**src/rtl/fp_op_issuer.sv**
```systemverilog
`timescale 1ns/1ps
// fp_op_issuer
//   Initiator for the AXI-Stream operand/result channels of an fp core
//   (fp_add/fp_sub/fp_mult/fp_div). It accepts a tagged operand pair from the
//   solver datapath and issues A and B to the core. Each core result is
//   returned combinationally together with the tag of the oldest
//   outstanding op.
//
// Ports
//   clk, reset                 clock; asynchronous active-high reset
//   req_valid/ready/a/b/tag    tagged operand pair from the datapath
//   s_axis_a_*, s_axis_b_*     operand channels to the core
//   m_axis_result_*            result channel from the core
//   rsp_valid/ready/data/tag   tagged result to the consumer
//   busy                       op being issued or results outstanding
//   err_orphan                 sticky: a result arrived with nothing outstanding
module fp_op_issuer #(
    parameter int WIDTH = 32,
    parameter int TAG_W = 4,
    parameter int DEPTH = 4
) (
    input  logic             clk,
    input  logic             reset,
    input  logic             req_valid,
    output logic             req_ready,
    input  logic [WIDTH-1:0] req_a,
    input  logic [WIDTH-1:0] req_b,
    input  logic [TAG_W-1:0] req_tag,
    output logic             s_axis_a_tvalid,
    input  logic             s_axis_a_tready,
    output logic [WIDTH-1:0] s_axis_a_tdata,
    output logic             s_axis_b_tvalid,
    input  logic             s_axis_b_tready,
    output logic [WIDTH-1:0] s_axis_b_tdata,
    input  logic             m_axis_result_tvalid,
    output logic             m_axis_result_tready,
    input  logic [WIDTH-1:0] m_axis_result_tdata,
    output logic             rsp_valid,
    input  logic             rsp_ready,
    output logic [WIDTH-1:0] rsp_data,
    output logic [TAG_W-1:0] rsp_tag,
    output logic             busy,
    output logic             err_orphan
);

    localparam int PTR_W = (DEPTH > 1) ? $clog2(DEPTH) : 1;
    localparam int CNT_W = $clog2(DEPTH + 1);
    localparam logic [CNT_W-1:0] DEPTH_C = CNT_W'(DEPTH);

    typedef enum logic {
        IDLE  = 1'b0,
        ISSUE = 1'b1
    } state_t;

    state_t             state_q, state_d;
    logic               a_tvalid_q, a_tvalid_d;
    logic               b_tvalid_q, b_tvalid_d;
    logic [WIDTH-1:0]   a_tdata_q, a_tdata_d;
    logic [WIDTH-1:0]   b_tdata_q, b_tdata_d;
    logic [TAG_W-1:0]   tag_mem_q [DEPTH];
    logic [PTR_W-1:0]   wr_ptr_q, wr_ptr_d;
    logic [PTR_W-1:0]   rd_ptr_q, rd_ptr_d;
    logic [CNT_W-1:0]   count_q, count_d;
    logic               err_orphan_q, err_orphan_d;

    logic               accept;
    logic               pop;
    logic               empty;

    assign empty     = (count_q == '0);
    assign req_ready = (state_q == IDLE) && (count_q < DEPTH_C);
    assign accept    = req_valid && req_ready;

    // Result path is purely combinational; with nothing outstanding the
    // result is swallowed so a stray core output cannot stall the channel.
    assign rsp_valid            = m_axis_result_tvalid && !empty;
    assign rsp_data             = m_axis_result_tdata;
    assign rsp_tag              = tag_mem_q[rd_ptr_q];
    assign m_axis_result_tready = empty ? 1'b1 : rsp_ready;
    assign pop                  = rsp_valid && rsp_ready;

    assign s_axis_a_tvalid = a_tvalid_q;
    assign s_axis_b_tvalid = b_tvalid_q;
    assign s_axis_a_tdata  = a_tdata_q;
    assign s_axis_b_tdata  = b_tdata_q;
    assign busy            = (state_q != IDLE) || !empty;
    assign err_orphan      = err_orphan_q;

    // Issue FSM: each operand channel retires on its own handshake; the
    // state returns to IDLE once neither channel is still valid.
    always_comb begin
        state_d    = state_q;
        a_tvalid_d = a_tvalid_q;
        b_tvalid_d = b_tvalid_q;
        a_tdata_d  = a_tdata_q;
        b_tdata_d  = b_tdata_q;
        case (state_q)
            IDLE: begin
                if (accept) begin
                    a_tdata_d  = req_a;
                    b_tdata_d  = req_b;
                    a_tvalid_d = 1'b1;
                    b_tvalid_d = 1'b1;
                    state_d    = ISSUE;
                end
            end
            ISSUE: begin
                if (a_tvalid_q && s_axis_a_tready) a_tvalid_d = 1'b0;
                if (b_tvalid_q && s_axis_b_tready) b_tvalid_d = 1'b0;
                if (!a_tvalid_d && !b_tvalid_d) state_d = IDLE;
            end
            default: state_d = IDLE;
        endcase
    end

    // Tag FIFO bookkeeping; pointers wrap naturally since DEPTH is 2^n.
    always_comb begin
        wr_ptr_d     = wr_ptr_q;
        rd_ptr_d     = rd_ptr_q;
        count_d      = count_q;
        err_orphan_d = err_orphan_q;
        if (accept) wr_ptr_d = wr_ptr_q + PTR_W'(1);
        if (pop)    rd_ptr_d = rd_ptr_q + PTR_W'(1);
        if (accept && !pop)      count_d = count_q + CNT_W'(1);
        else if (pop && !accept) count_d = count_q - CNT_W'(1);
        if (m_axis_result_tvalid && empty) err_orphan_d = 1'b1;
    end

    always_ff @(posedge clk or posedge reset) begin
        if (reset) begin
            state_q      <= IDLE;
            a_tvalid_q   <= 1'b0;
            b_tvalid_q   <= 1'b0;
            a_tdata_q    <= '0;
            b_tdata_q    <= '0;
            tag_mem_q    <= '{default: '0};
            wr_ptr_q     <= '0;
            rd_ptr_q     <= '0;
            count_q      <= '0;
            err_orphan_q <= 1'b0;
        end else begin
            state_q      <= state_d;
            a_tvalid_q   <= a_tvalid_d;
            b_tvalid_q   <= b_tvalid_d;
            a_tdata_q    <= a_tdata_d;
            b_tdata_q    <= b_tdata_d;
            if (accept) tag_mem_q[wr_ptr_q] <= req_tag;
            wr_ptr_q     <= wr_ptr_d;
            rd_ptr_q     <= rd_ptr_d;
            count_q      <= count_d;
            err_orphan_q <= err_orphan_d;
        end
    end

endmodule

```
**config.mk**
```make
export PLATFORM = sky130hd
export DESIGN_NAME = fp_op_issuer
export DESIGN_NICKNAME = d
export VERILOG_FILES = /design/src/rtl/fp_op_issuer.sv
export SDC_FILE = /design/constraint.sdc
export NUM_CORES = 1
export LEC_CHECK = 0
export ABC_AREA = 0
export BUFFER_PORTS_ARGS = -buffer_cell sky130_fd_sc_hd__buf_2
export CAP_MARGIN = 15
export CORE_AREA = 4 4 99 101
export CTS_CLUSTER_DIAMETER = 50
export DETAILED_ROUTE_END_ITERATION = 8
export DIE_AREA = 0 0 103 105
export PLACE_DENSITY = 0.78
export RECOVER_POWER = 50
export SYNTH_ARGS = -nofsm -noshare
export SYNTH_HDL_FRONTEND = slang
export SYNTH_SLANG_ARGS = --single-unit
```
**constraint.sdc**
```tcl
create_clock -name clk -period 3.9 [get_ports clk]
set_input_delay 0.585 -clock clk [delete_from_list [all_inputs] [get_ports clk]]
set_output_delay 0.585 -clock clk [all_outputs]
set_load 0.02 [all_outputs]
```
# [Yosys cells after proc, flatten, opt, wreduce, memory -nomap -nowiden]
# Cells that the tools add are included.
[word_totals] reg_bits=91 word_cells=64
[op_classes] eq_ne=1 n_addsub=4 order_cmp=4 reduce_logical=20 n_bitwise=3 n_mux=19
[op_table] op="bitwise mux 16 bit" n=1
[op_table] op="two-way mux 4 bit" n=3
[op_table] op="logical AND 1 bit" n=11
[op_table] op="binary-select mux 4 bit (select 2 bit)" n=1
[op_table] op="demux 4 bit (select 2 bit)" n=1
[op_table] op="two-way mux 1 bit" n=8
[op_table] op="greater-or-equal comparator 3 bit (second input constant)" n=2
[op_table] op="two-way mux 3 bit" n=2
[op_table] op="NOT 2 -> 3 bit" n=2
[op_table] op="case mux 1 bit (2 select lines)" n=3
[op_table] op="logical NOT 1 bit" n=5
[op_table] op="adder 2 x 1 -> 2 bit (second input constant)" n=2
[op_table] op="adder 3 x 1 -> 3 bit (second input constant)" n=1
[op_table] op="logical NOT 3 bit" n=1
[op_table] op="< comparator 3 x 1 -> 1 bit (second input constant)" n=1
[op_table] op="< comparator 3 bit (second input constant)" n=1
[op_table] op="subtractor 3 x 1 -> 3 bit (second input constant)" n=1
[op_table] op="inequality test 2 bit (second input constant)" n=1
[op_table] op="AND reduction 2 bit" n=1
[op_table] op="nonzero test 2 bit" n=1
[op_table] op="logical OR 1 bit" n=1
[op_table] op="NOT 1 bit" n=1

# [Depth between registers and ports, before layout]
# Gate-level depths: netlist of run 1.
[logic_depth] depth_word=7 depth_mapped=9 depth_no_buf=8

# [Worst setup path before layout of run 1]
# No wires, ideal clock.
[synth_timing] path_type="in2reg" from="input port req_valid" to="register count_q[2]" setup_time_ps=79 path_slack_ps=1753 arrival_time_ps=2068 stages=9 required_time_ps=3821 path_cell_list="nor3b_2 > buf_4 > buf_4 > ha_1 > inv_1 > fa_1 > xor2_1 > nor2_1 > xor2_1"
[synth_between] elab_chain_cells=4 elab_cells_between_ends=6
[synth_lines] element="start: declaration" line_no="24" rtl="input logic req_valid,"
[synth_lines] element="logical AND 1 bit *" line_no="72" rtl="assign accept = req_valid && req_ready;"
[synth_lines] element="net accept" line_no="66" rtl="logic accept;"
[synth_lines] element="logical NOT 1 bit" line_no="125" rtl="else if (pop && !accept) count_d = count_q - CNT_W'(1);"
[synth_lines] element="logical AND 1 bit" line_no="125"
[synth_lines] element="nonzero test 2 bit (no line)"
[synth_lines] element="end signal: assignment" line_no="150" rtl="count_q <= count_d;"
[synth_lines] element="end: declaration" line_no="63" rtl="logic [CNT_W-1:0] count_q, count_d;"
# Mark *: on every way through the listed nets, which the timed path passes. The rest lies on a longest branch.
# A chain may end at the register's enable or synchronous reset.

# [Final worst setup path of run 1]
[layout_timing] from="register state_q" to="register tag_mem_q[12] (netlist bit)"
[layout_between] elab_chain_cells=3
[layout_lines] element="start: declaration" line_no="55" rtl="state_t state_q, state_d;"
[layout_lines] element="start signal: assignment" line_no="142" rtl="state_q <= state_d;"
[layout_lines] element="NOT 1 bit"
[layout_lines] element="logical AND 1 bit" line_no="71" rtl="assign req_ready = (state_q == IDLE) && (count_q < DEPTH_C);"
[layout_lines] element="logical AND 1 bit" line_no="72"
[layout_lines] element="end signal: indexed assignment" line_no="147" rtl="if (accept) tag_mem_q[wr_ptr_q] <= req_tag;"
[layout_lines] element="end: declaration" line_no="60" rtl="logic [TAG_W-1:0] tag_mem_q [DEPTH];"
# Every way passes these cells.

==> flow_summary.yaml, run 1 <==
clocking:
  cts_resized: 0
  worstSkewPairLatency_ns: 0.34
  cts_hold_buf: 0
  cts_sinks: 91
  cts_root_buf: "clkbuf_8"
  cts_tree: "yes"
  cts_buffer_depth: 2
  cts_inserted_buffers: 9
  cts_setup_buffers: 0
  htree_levels: 3
  clkTransAtPathRegs_ns: 0.09
yosys:
  synth_cell_types: 23
  avgSynthCellArea_sq_um: 14.93
  synthFlopType: "dfrtp_1"
  synth.net_count: 372
  synth_warnings: 0
  synth_edf_count: 0
  syn_area_sq_um: 3866
  ys_seq_area_share_pct: 58.90
  async_reset_ff_share_pct: 100.0
  synth_seq_cells: 91
  synthCells: 259
die:
  ios: 214
  row_count: 35
  die_area_sq_um: 10820
  die_height_um: 105
  core_sq_um: 9021
  die_w_um: 103
  start_util_pct: 42.86
placed_design:
  gp_congestion: 0.7291
  io_buffers: 149
  dp_hpwl_um: 5749
worst_setup_path:
  rr_worst_depth: 4
  r2r_start: "state_q$_DFF_PP0_"
  r2r_slack_ns: 1.16
  setup.worst_path.start_class: "flip-flop"
  cp.arrival_ns: 2.96
  crit_required_ns: 4.13
  r2r-end: "tag_mem_q[12]$_DFFE_PP0P_"
  cp-end-kind: "flip-flop"
  crit_type: "reg -> reg"
  path_max_fanout: 30
route:
  drt_iter0_markers: 51
  ant_nets: 0
  first_pass_iters: 4
  drc: 0
  num_vias: 2408
  routed_wl_um: 7681
  viasPerCell: 4.835
  wl_per_cell_um: 15.42
power:
  power_frac_comb_pct: 44.9
  power_density_nw_per_um2: 884.4
  p_leak_nw: 2.212
  seqPwrFrac_pct: 41.7
  internal-power_mw: 2.493
  power_switching_mw: 1.615
  power.clock.fraction_pct: 13.4
  ir_drop_v: 0.0004276
  p_sw_share_pct: 39.31
sta:
  final_max_slew_viol_count: 0
  fin_skew_ns: 0.007724
  finalHoldViolCount: 0
  relSlewSlack_pct: 0.06194
  fmax_ghz: 0.3653
  fin_crit_ns: 2.737
  finalCritPeriodShare_pct: 70.19
  rsz0062_at_grt: "no"
  tightest_slew_ns: 1.499
  setup_viol: 0
  tns_ns: 0
layout:
  drive_above_1_share_pct: 60.72
  utilization_pct: 51.48
  area_delta_synth_final_pct: 20.13
  finalNetCount: 495
  num_antenna_cells: 0
run_status:
  status: "finished, violations left"
  violations: "max-capacitance violations"
global_route:
  grt_pass1_vias: 2661
  grt_max_degree: 67
  grtUsageTotal_pct: 14.78
  antenna_found_initial: 0
  overflow: 0
  grt_pass1_wl_um: 12590
hold_path:
  hold_class: "in -> async"
run:
  cap_violations: 1
kinds of logic (layout without fill, tap and decap cells):
group           after synthesis  in the layout  share of synthesized area [%]
flops                        91             91                          58.90
mux                          85             85                          25.92
buf+inv                      48            176                          8.447
simple gates                 17             17                          2.169
fa+ha+maj                     6              6                          2.136
compound gates                6              6                          1.068
xor+xnor                      6              6                          1.359
metrics by stage:
stage                     total power, mW  setup slack (ns)  hold WS [ns]  cell area [sq um]  std cells
after global routing                4.415            0.8538        0.4299               4644        498
after CTS                           4.205             1.629        0.4289               4649        497
after floorplan                     3.045            0.9514        0.4738               3866        259
after detailed placement            3.630             1.771        0.4652               4481        481
final                               4.107             1.163        0.4373               4644        498
after global placement              3.550             1.797        0.4601               4481        481
power by group through the flow:
stage / Sequential [mW] / Clock (mW) / Combinational, mW
after detailed placement: 1.73 / 0 / 1.90
after floorplan: 2.11 / 0 / 0.935
after global routing: 1.78 / 0.629 / 2.00
after global placement: 1.70 / 0 / 1.85
final: 1.71 / 0.552 / 1.84
after CTS: 1.71 / 0.585 / 1.90
layer usage:
layer / wire length (um) / global-route usage [%] / vias to the layer above
li1: - / - / 1096
met1: 2942 / 16.13 / 1185
met2: 3817 / 24.93 / 96
met3: 684 / 5.007 / 31
met4: 236 / 7.586 / 0
met5: 0 / 0 / -
worst max-delay path by stage:
stage	start	end	slack, ns	depth (start not counted)
after detailed placement	count_q[0]$_DFFE_PP0P_	count_q[2]$_DFFE_PP0P_	1.77	8
after CTS	rd_ptr_q[0]$_DFFE_PP0P_	rsp_tag[2]	1.63	2
final	state_q$_DFF_PP0_	tag_mem_q[12]$_DFFE_PP0P_	1.16	4
after global routing	reset	tag_mem_q[5]$_DFFE_PP0P_	0.85	4
after global placement	count_q[0]$_DFFE_PP0P_	count_q[2]$_DFFE_PP0P_	1.80	8
after floorplan	reset	count_q[0]$_DFFE_PP0P_	0.95	1
registers in the layout, indices dropped and copies added (netlist names):
signal	flops
rd_ptr_q	2
state_q	1
s_axis_b_tdata	32
wr_ptr_q	2
err_orphan	1
tag_mem_q	16
s_axis_b_tvalid	1
s_axis_a_tvalid	1
s_axis_a_tdata	32
count_q	3
cells in the final DEF (no fill, tap or decap), drive strengths merged, types with 2 or more instances in the layout:
cell type and count:
a21o 3, buf 137, clkbuf 26, clkinv 2, clkinvlp 4, dfrtp 91
ha 5, inv 7, mux2 81, mux4 4, nand2 8, nor2 3
xnor2 4, xor2 2
critical path, cell delays in order (launching register included):
cell	delay (ns)
dfrtp_1	0.46
nor3b_4	0.26
clkbuf_1	1.11
nand2_1	0.40
mux2_2	0.38
final cells by class:
class	count	area, sq um
Fill cell	796	4377
Sequential cell	91	2277
Multi-Input combinational cell	120	1269
Timing Repair Buffer	153	763.2
Tap cell	111	138.9
Clock buffer	10	127.6
Clock inverter	6	41.29
Inverter	7	27.53
Yosys cell counts, drive strengths merged (2+ instances only):
| cell type | n | area, sq um |
|---|---|---|
| dfrtp | 91 | 2277 |
| mux2 | 81 | 912.1 |
| buf | 41 | 300.3 |
| nand2 | 8 | 30.03 |
| inv | 7 | 26.28 |
| ha | 5 | 62.56 |
| mux4 | 4 | 90.09 |
| xnor2 | 4 | 35.03 |
| a21o | 3 | 22.52 |
| nor2 | 3 | 11.26 |
| xor2 | 2 | 17.52 |
(Power assumes the default switching activity.)
==> inputs of run 2 (changes only) <==
ABC_AREA = 1   (was 0)
CORE_AREA = 4 4 100 102   (was 4 4 99 101)
DIE_AREA = 0 0 104 106   (was 0 0 103 105)
PLACE_DENSITY = 0.79   (was 0.78)
clock period = 2.8 ns   (was 3.9 ns; I/O delays follow)
==> run 2 against run 1 <==
First-iteration DRC count increased to 3.4 times the previous value. Sequential share of layout area down 1.4 points. Sequential cell count unchanged. Non-clock buffer count is 1 lower. The run now ends clean. Count of clock-buffer cells in the layout unchanged. Register-to-register slack worse by 0.28 ns. Die area increased by 1.9%. Critical path type is now reg -> out. Synthesized area increased by 4.9%.
==> flow_summary.yaml, run 2 <==
run_status:
  status: "completed"
worst_setup_path:
  endpoint: "rsp_tag[3]"
  r2r-end: "count_q[2]$_DFFE_PP0P_"
  cp.arrival_ns: 1.72
  crit_type: "reg -> out"
  r2r_start: "count_q[0]$_DFFE_PP0P_"
  crit_start: "rd_ptr_q[0]$_DFFE_PP0P_"
  r2r_slack_ns: 0.88
  rr_worst_depth: 10
  path_max_fanout: 11
  setup.worst_path.start_class: "flip-flop"
  crit_required_ns: 2.38
  cp-end-kind: "primary output"
power:
  p_total_mw: 5.763
  ir_drop_v: 0.0005240
  power_density_nw_per_um2: 1206
  p_leak_nw: 2.707
yosys:
  async_reset_ff_share_pct: 100.0
  synth_warnings: 0
  synth_edf_count: 0
  synthCells: 468
  synthFlopType: "dfrtp_1"
  ys_seq_area_share_pct: 56.14
  synth_cell_types: 23
  avgSynthCellArea_sq_um: 8.668
  synth_area_leaders: "dfrtp_1 (56%), nand2_1 (22%), buf_4 (5.9%)"
  synth.net_count: 581
  yosysMostFrequentCell: "nand2_1"
  synth_seq_cells: 91
  syn_area_sq_um: 4056
  yosys.area.top_type_share_pct: 56.14
  synthTopCellsByCount: "nand2_1 (242), dfrtp_1 (91), buf_4 (32)"
  synth_area_leader_cell: "dfrtp_1"
route:
  drc: 0
  num_vias: 3255
  drt_iter0_markers: 174
  wl_per_cell_um: 13.02
  ant_nets: 0
  viasPerCell: 4.663
  first_pass_iters: 4
  routed_wl_um: 9086
die:
  core_sq_um: 9109
  ios: 214
  start_util_pct: 44.53
  die_height_um: 106
  die_w_um: 104
  row_count: 35
  die_area_sq_um: 11020
layout:
  area_delta_synth_final_pct: 17.77
  final_area_sq_um: 4777
  utilization_pct: 52.45
  drive_above_1_share_pct: 26.75
  layout_common_cells: "nand2_1 (242), buf_2 (130), dfrtp_1 (91)"
  layoutNonFillerInstCount: 698
  finalNetCount: 695
  mostFrequentLayoutCell: "nand2_1"
  num_antenna_cells: 0
global_route:
  grtUsageTotal_pct: 16.88
  met1_usage_pct: 21.20
  grt_util_met2_pct: 28.27
  grt_pass1_vias: 3391
  grt-busiest-layer: "met2"
  grt_pass1_wl_um: 15470
  grt_util_met3_pct: 4.675
  grt_max_degree: 92
  antenna_found_initial: 0
  overflow: 0
clocking:
  worstSkewPairLatency_ns: 0.34
  cts_resized: 0
  cts_sinks: 91
  htree_levels: 3
  cts_root_buf: "clkbuf_8"
  clkTransAtPathRegs_ns: 0.09
  cts_setup_buffers: 0
  cts_hold_buf: 0
  cts_tree: "yes"
  cts_inserted_buffers: 9
  cts_buffer_depth: 2
placed_design:
  gp_congestion: 0.8634
  placed_cell_area_sq_um: 4592
  dp_hpwl_um: 6509
  io_buffers: 149
  dp.cells: 682
sta:
  setup_viol: 0
  fmax_ghz: 0.4681
  finalHoldViolCount: 0
  final_max_slew_viol_count: 0
  fin_skew_ns: 0.009915
  finalCritPeriodShare_pct: 76.30
  rsz0062_at_grt: "no"
  relSlewSlack_pct: 41.93
  fin_crit_ns: 2.137
  tightest_slew_ns: 0.8711
  tns_ns: 0
run:
  cap_violations: 0
hold_path:
  hold_class: "in -> async"
-- run 2: changes by cell type after synthesis, sizes merged, moves of 6 or more --
cell,previous run,this run
buf,41,47
o21ai,1,27
inv,7,19
nand2,8,243
nor2,3,18
mux2,81,0
-- run 2: routing by layer --
layer  part of all wire [%]  vias up
met5                      0        -
met4                   0.96        0
met3                    6.8       16
met2                     49      115
met1                     43     1501
li1                       -     1623
-- run 2: cell families (layout without fill, tap and decap cells) --
group,Yosys count,after routing,synth area share (%)
and+or+nand+nor,267,267,25.82
DFF,91,91,56.14
AOI/OAI and AO/OA,33,33,4.226
xor gates and xnor gates,2,2,0.4319
adders and majority gates,6,6,2.036
buffers and inverters,69,188,11.35
-- run 2: through the flow --
step                setup WS (ns)  hold slack, ns
global placement            1.005          0.4588
floorplan                 0.01639          0.4600
CTS                        0.6361          0.1789
detailed placement         0.8721          0.4598
global route               0.5085          0.2425
finish                     0.6635          0.2143
-- run 2: final cells by class --
type / count / area, sq um
fillers: 883 / 4332
flip-flops and latches: 91 / 2277
multi-input cells: 308 / 1319
repair buffers: 152 / 757.0
well taps: 111 / 138.9
clock buffers: 10 / 137.6
inverters: 20 / 76.32
clock inverters: 6 / 71.32
-- run 2: worst min-delay path by stage --
| stage | from | end | slack [ns] | depth (start not counted) |
|---|---|---|---|---|
| 2_1_floorplan | tag_mem_q[15]$_DFFE_PP0P_ | tag_mem_q[15]$_DFFE_PP0P_ | 0.46 | 2 |
| 4_1_cts | reset | s_axis_a_tdata[15]$_DFFE_PP0P_ | 0.18 | 3 |
| 6_report | reset | s_axis_a_tdata[12]$_DFFE_PP0P_ | 0.21 | 3 |
| 3_3_place_gp | s_axis_a_tdata[17]$_DFFE_PP0P_ | s_axis_a_tdata[17]$_DFFE_PP0P_ | 0.46 | 2 |
| 5_1_grt | req_a[13] | s_axis_a_tdata[13]$_DFFE_PP0P_ | 0.24 | 3 |
| 3_5_place_dp | s_axis_a_tdata[15]$_DFFE_PP0P_ | s_axis_a_tdata[15]$_DFFE_PP0P_ | 0.46 | 2 |
-- run 2: report_power, final --
part / switching, mW / internal [mW] / total [mW]
logic: 1.73 / 0.805 / 2.53
registers: 0.383 / 1.93 / 2.31
clock network: 0.472 / 0.445 / 0.917
-- run 2: critical path: stages, from the launching register on --
cell	delay (ns)
dfrtp_1	0.54
clkinv_1	0.31
a21oi_1	0.20
o21ai_0	0.10
nand2_1	0.06
buf_2	0.16
==> inputs of run 3 (changes only) <==
CORE_AREA = 4 4 105 107   (was 4 4 100 102)
DIE_AREA = 0 0 109 111   (was 0 0 104 106)
PLACE_DENSITY = 0.75   (was 0.79)
clock period = 1.95 ns   (was 2.8 ns; I/O delays follow)
==> run 3 against run 2 <==
Register-to-register slack lost 0.81 ns. Core utilization decreased by 5.1 points. Cell area rose by 0.58%. Setup slack worse by 0.60 ns. Via count grew 0.55%. Sequential power rose by 44%. First-iteration DRC count fell by 32%. Largest cell class unchanged. Critical path type is now reg -> reg. Critical path depth rose by 5. Global-route usage fell by 1.6 points. Final cell count increased by 3.9%. Non-clock buffer count grew 2. Die area is 9.8% higher.
==> flow_summary.yaml, run 3 (synthesis gave the netlist of run 2 again) <==
run_status:
  status: "completed"
placed_design:
  dp_hpwl_um: 6581
  gp_congestion: 0.8181
  io_buffers: 149
global_route:
  overflow: 0
  grt_max_degree: 86
  grt_pass1_vias: 3316
  grtUsageTotal_pct: 15.24
  antenna_found_initial: 0
  grt_pass1_wl_um: 15020
worst_setup_path:
  worstPathCellList: "nor2_2 > nand2_1 > nand3_1 > ha_1 > inv_1 > fa_1 > nand2_1 > nand3_1 > nand2_1 > nand2_1"
  cpMaxStageDelayCell: "dfrtp_1"
  crit_type: "reg -> reg"
  crit_start: "count_q[0]$_DFFE_PP0P_"
  rr_worst_depth: 10
  r2r_slack_ns: 0.07
  cp.arrival_ns: 2.13
  crit_required_ns: 2.20
  path_max_fanout: 3
  r2r_start: "count_q[0]$_DFFE_PP0P_"
  r2r-end: "count_q[2]$_DFFE_PP0P_"
  path_common_cell: "nand2_1"
  slowest_delay_ns: 0.43
  setup.worst_path.start_class: "flip-flop"
  cp-end-kind: "flip-flop"
  endpoint: "count_q[2]$_DFFE_PP0P_"
route:
  routed_wl_um: 9080
  drc: 0
  routed.top_layer: "met4"
  wl_met3_um: 688
  wl_met2_um: 4467
  viasPerCell: 4.514
  num_vias: 3273
  drt-met1-wl_um: 3736
  ant_nets: 0
  drt_iter0_markers: 118
  wl_per_cell_um: 12.52
  first_pass_iters: 4
layout:
  num_antenna_cells: 0
  finalNetCount: 697
  regArea_sq_um: 2278
  mostFrequentLayoutCell: "nand2_1"
  area_delta_synth_final_pct: 18.45
  drive_above_1_share_pct: 27.67
  multi_input_area_sq_um: 1321
  layout_common_cells: "nand2_1 (242), buf_2 (131), dfrtp_1 (90)"
  nFillCells: 1009
sta:
  tightest_slew_ns: 1.148
  fin_skew_ns: 0.01123
  rsz0062_at_grt: "yes"
  relSlewSlack_pct: 23.46
  fmax_ghz: 0.5314
  finalHoldViolCount: 0
  finalCritPeriodShare_pct: 96.51
  fin_hold_ws_ns: 0.1316
  fin_crit_ns: 1.882
  final_max_slew_viol_count: 0
  setup_viol: 0
power:
  power_density_nw_per_um2: 1724
  p_total_mw: 8.281
  p_leak_nw: 2.716
  ir_drop_v: 0.0007831
clocking:
  cts_buffer_depth: 2
  cts_setup_buffers: 0
  htree_levels: 3
  worstSkewPairLatency_ns: 0.35
  cts_inserted_buffers: 9
  cts_sinks: 91
  clkTransAtPathRegs_ns: 0.09
  cts_root_buf: "clkbuf_8"
  cts_tree: "yes"
hold_path:
  hold_class: "in -> reg"
  min_path_cells: 3
die:
  ios: 214
  die_w_um: 109
  start_util_pct: 40.01
  die_area_sq_um: 12100
  die_height_um: 111
  core_sq_um: 10140
  row_count: 37
run:
  cap_violations: 0
[run 3: metrics by stage]
| step | setup TNS, ns | instance area (sq um) | setup slack (ns) | std cells | utilization (%) |
|---|---|---|---|---|---|
| 4_1_cts | 0 | 4831 | 0.01913 | 725 | 47.65 |
| 3_5_place_dp | 0 | 4628 | 0.03050 | 709 | 45.65 |
| 2_1_floorplan | 0 | 4060 | 0.01427 | 468 | - |
| 6_report | 0 | 4805 | 0.06811 | 725 | 47.39 |
| 5_1_grt | -0.06212 | 4805 | -0.06212 | 725 | 47.39 |
| 3_3_place_gp | 0 | 4628 | 0.2083 | 709 | 45.65 |
[run 3: metal layers]
layer	track usage, %	up-vias
met1	18.44	1500
li1	-	1625
met5	0	-
met3	4.077	25
met2	25.55	123
met4	5.892	0
[run 3: how the worst min path moves through the flow]
stage / startpoint / end
global placement: err_orphan$_DFFE_PP0P_ / err_orphan$_DFFE_PP0P_
CTS: reset / s_axis_b_tdata[24]$_DFFE_PP0P_
global route: req_a[14] / s_axis_a_tdata[14]$_DFFE_PP0P_
floorplan: req_a[0] / s_axis_a_tdata[0]$_DFFE_PP0P_
detailed placement: s_axis_b_tdata[27]$_DFFE_PP0P_ / s_axis_b_tdata[27]$_DFFE_PP0P_
finish: req_a[29] / s_axis_a_tdata[29]$_DFFE_PP0P_
[run 3: area by class of cell]
cell class,count,area share [%]
multi-input combinational,308,27.50
tap,136,3.542
timing repair buffer,154,15.73
clock inverter,6,1.328
sequential,91,47.42
clock buffer,10,2.865
inverter,20,1.615
[run 3: timing repair]
action	CTS	global route
setup endpoints to repair	4	5
gates resized for setup	1	2
hold buffers	0	0
[run 3: critical path: cells and delay by family, from the launching register on]
family | cells | cell delay, ns
buffers and inverters | 1 | 0.07
AND/OR/NAND/NOR | 7 | 0.69
flip-flops | 1 | 0.43
adder cells (fa/ha/maj) | 2 | 0.58
[run 3: power by group]
group	leakage [nW]	switching, mW	internal [mW]	total, mW
Combinational	1.49	2.49	1.18	3.67
Clock	0.0987	0.663	0.628	1.29
Sequential	1.12	0.548	2.77	3.32
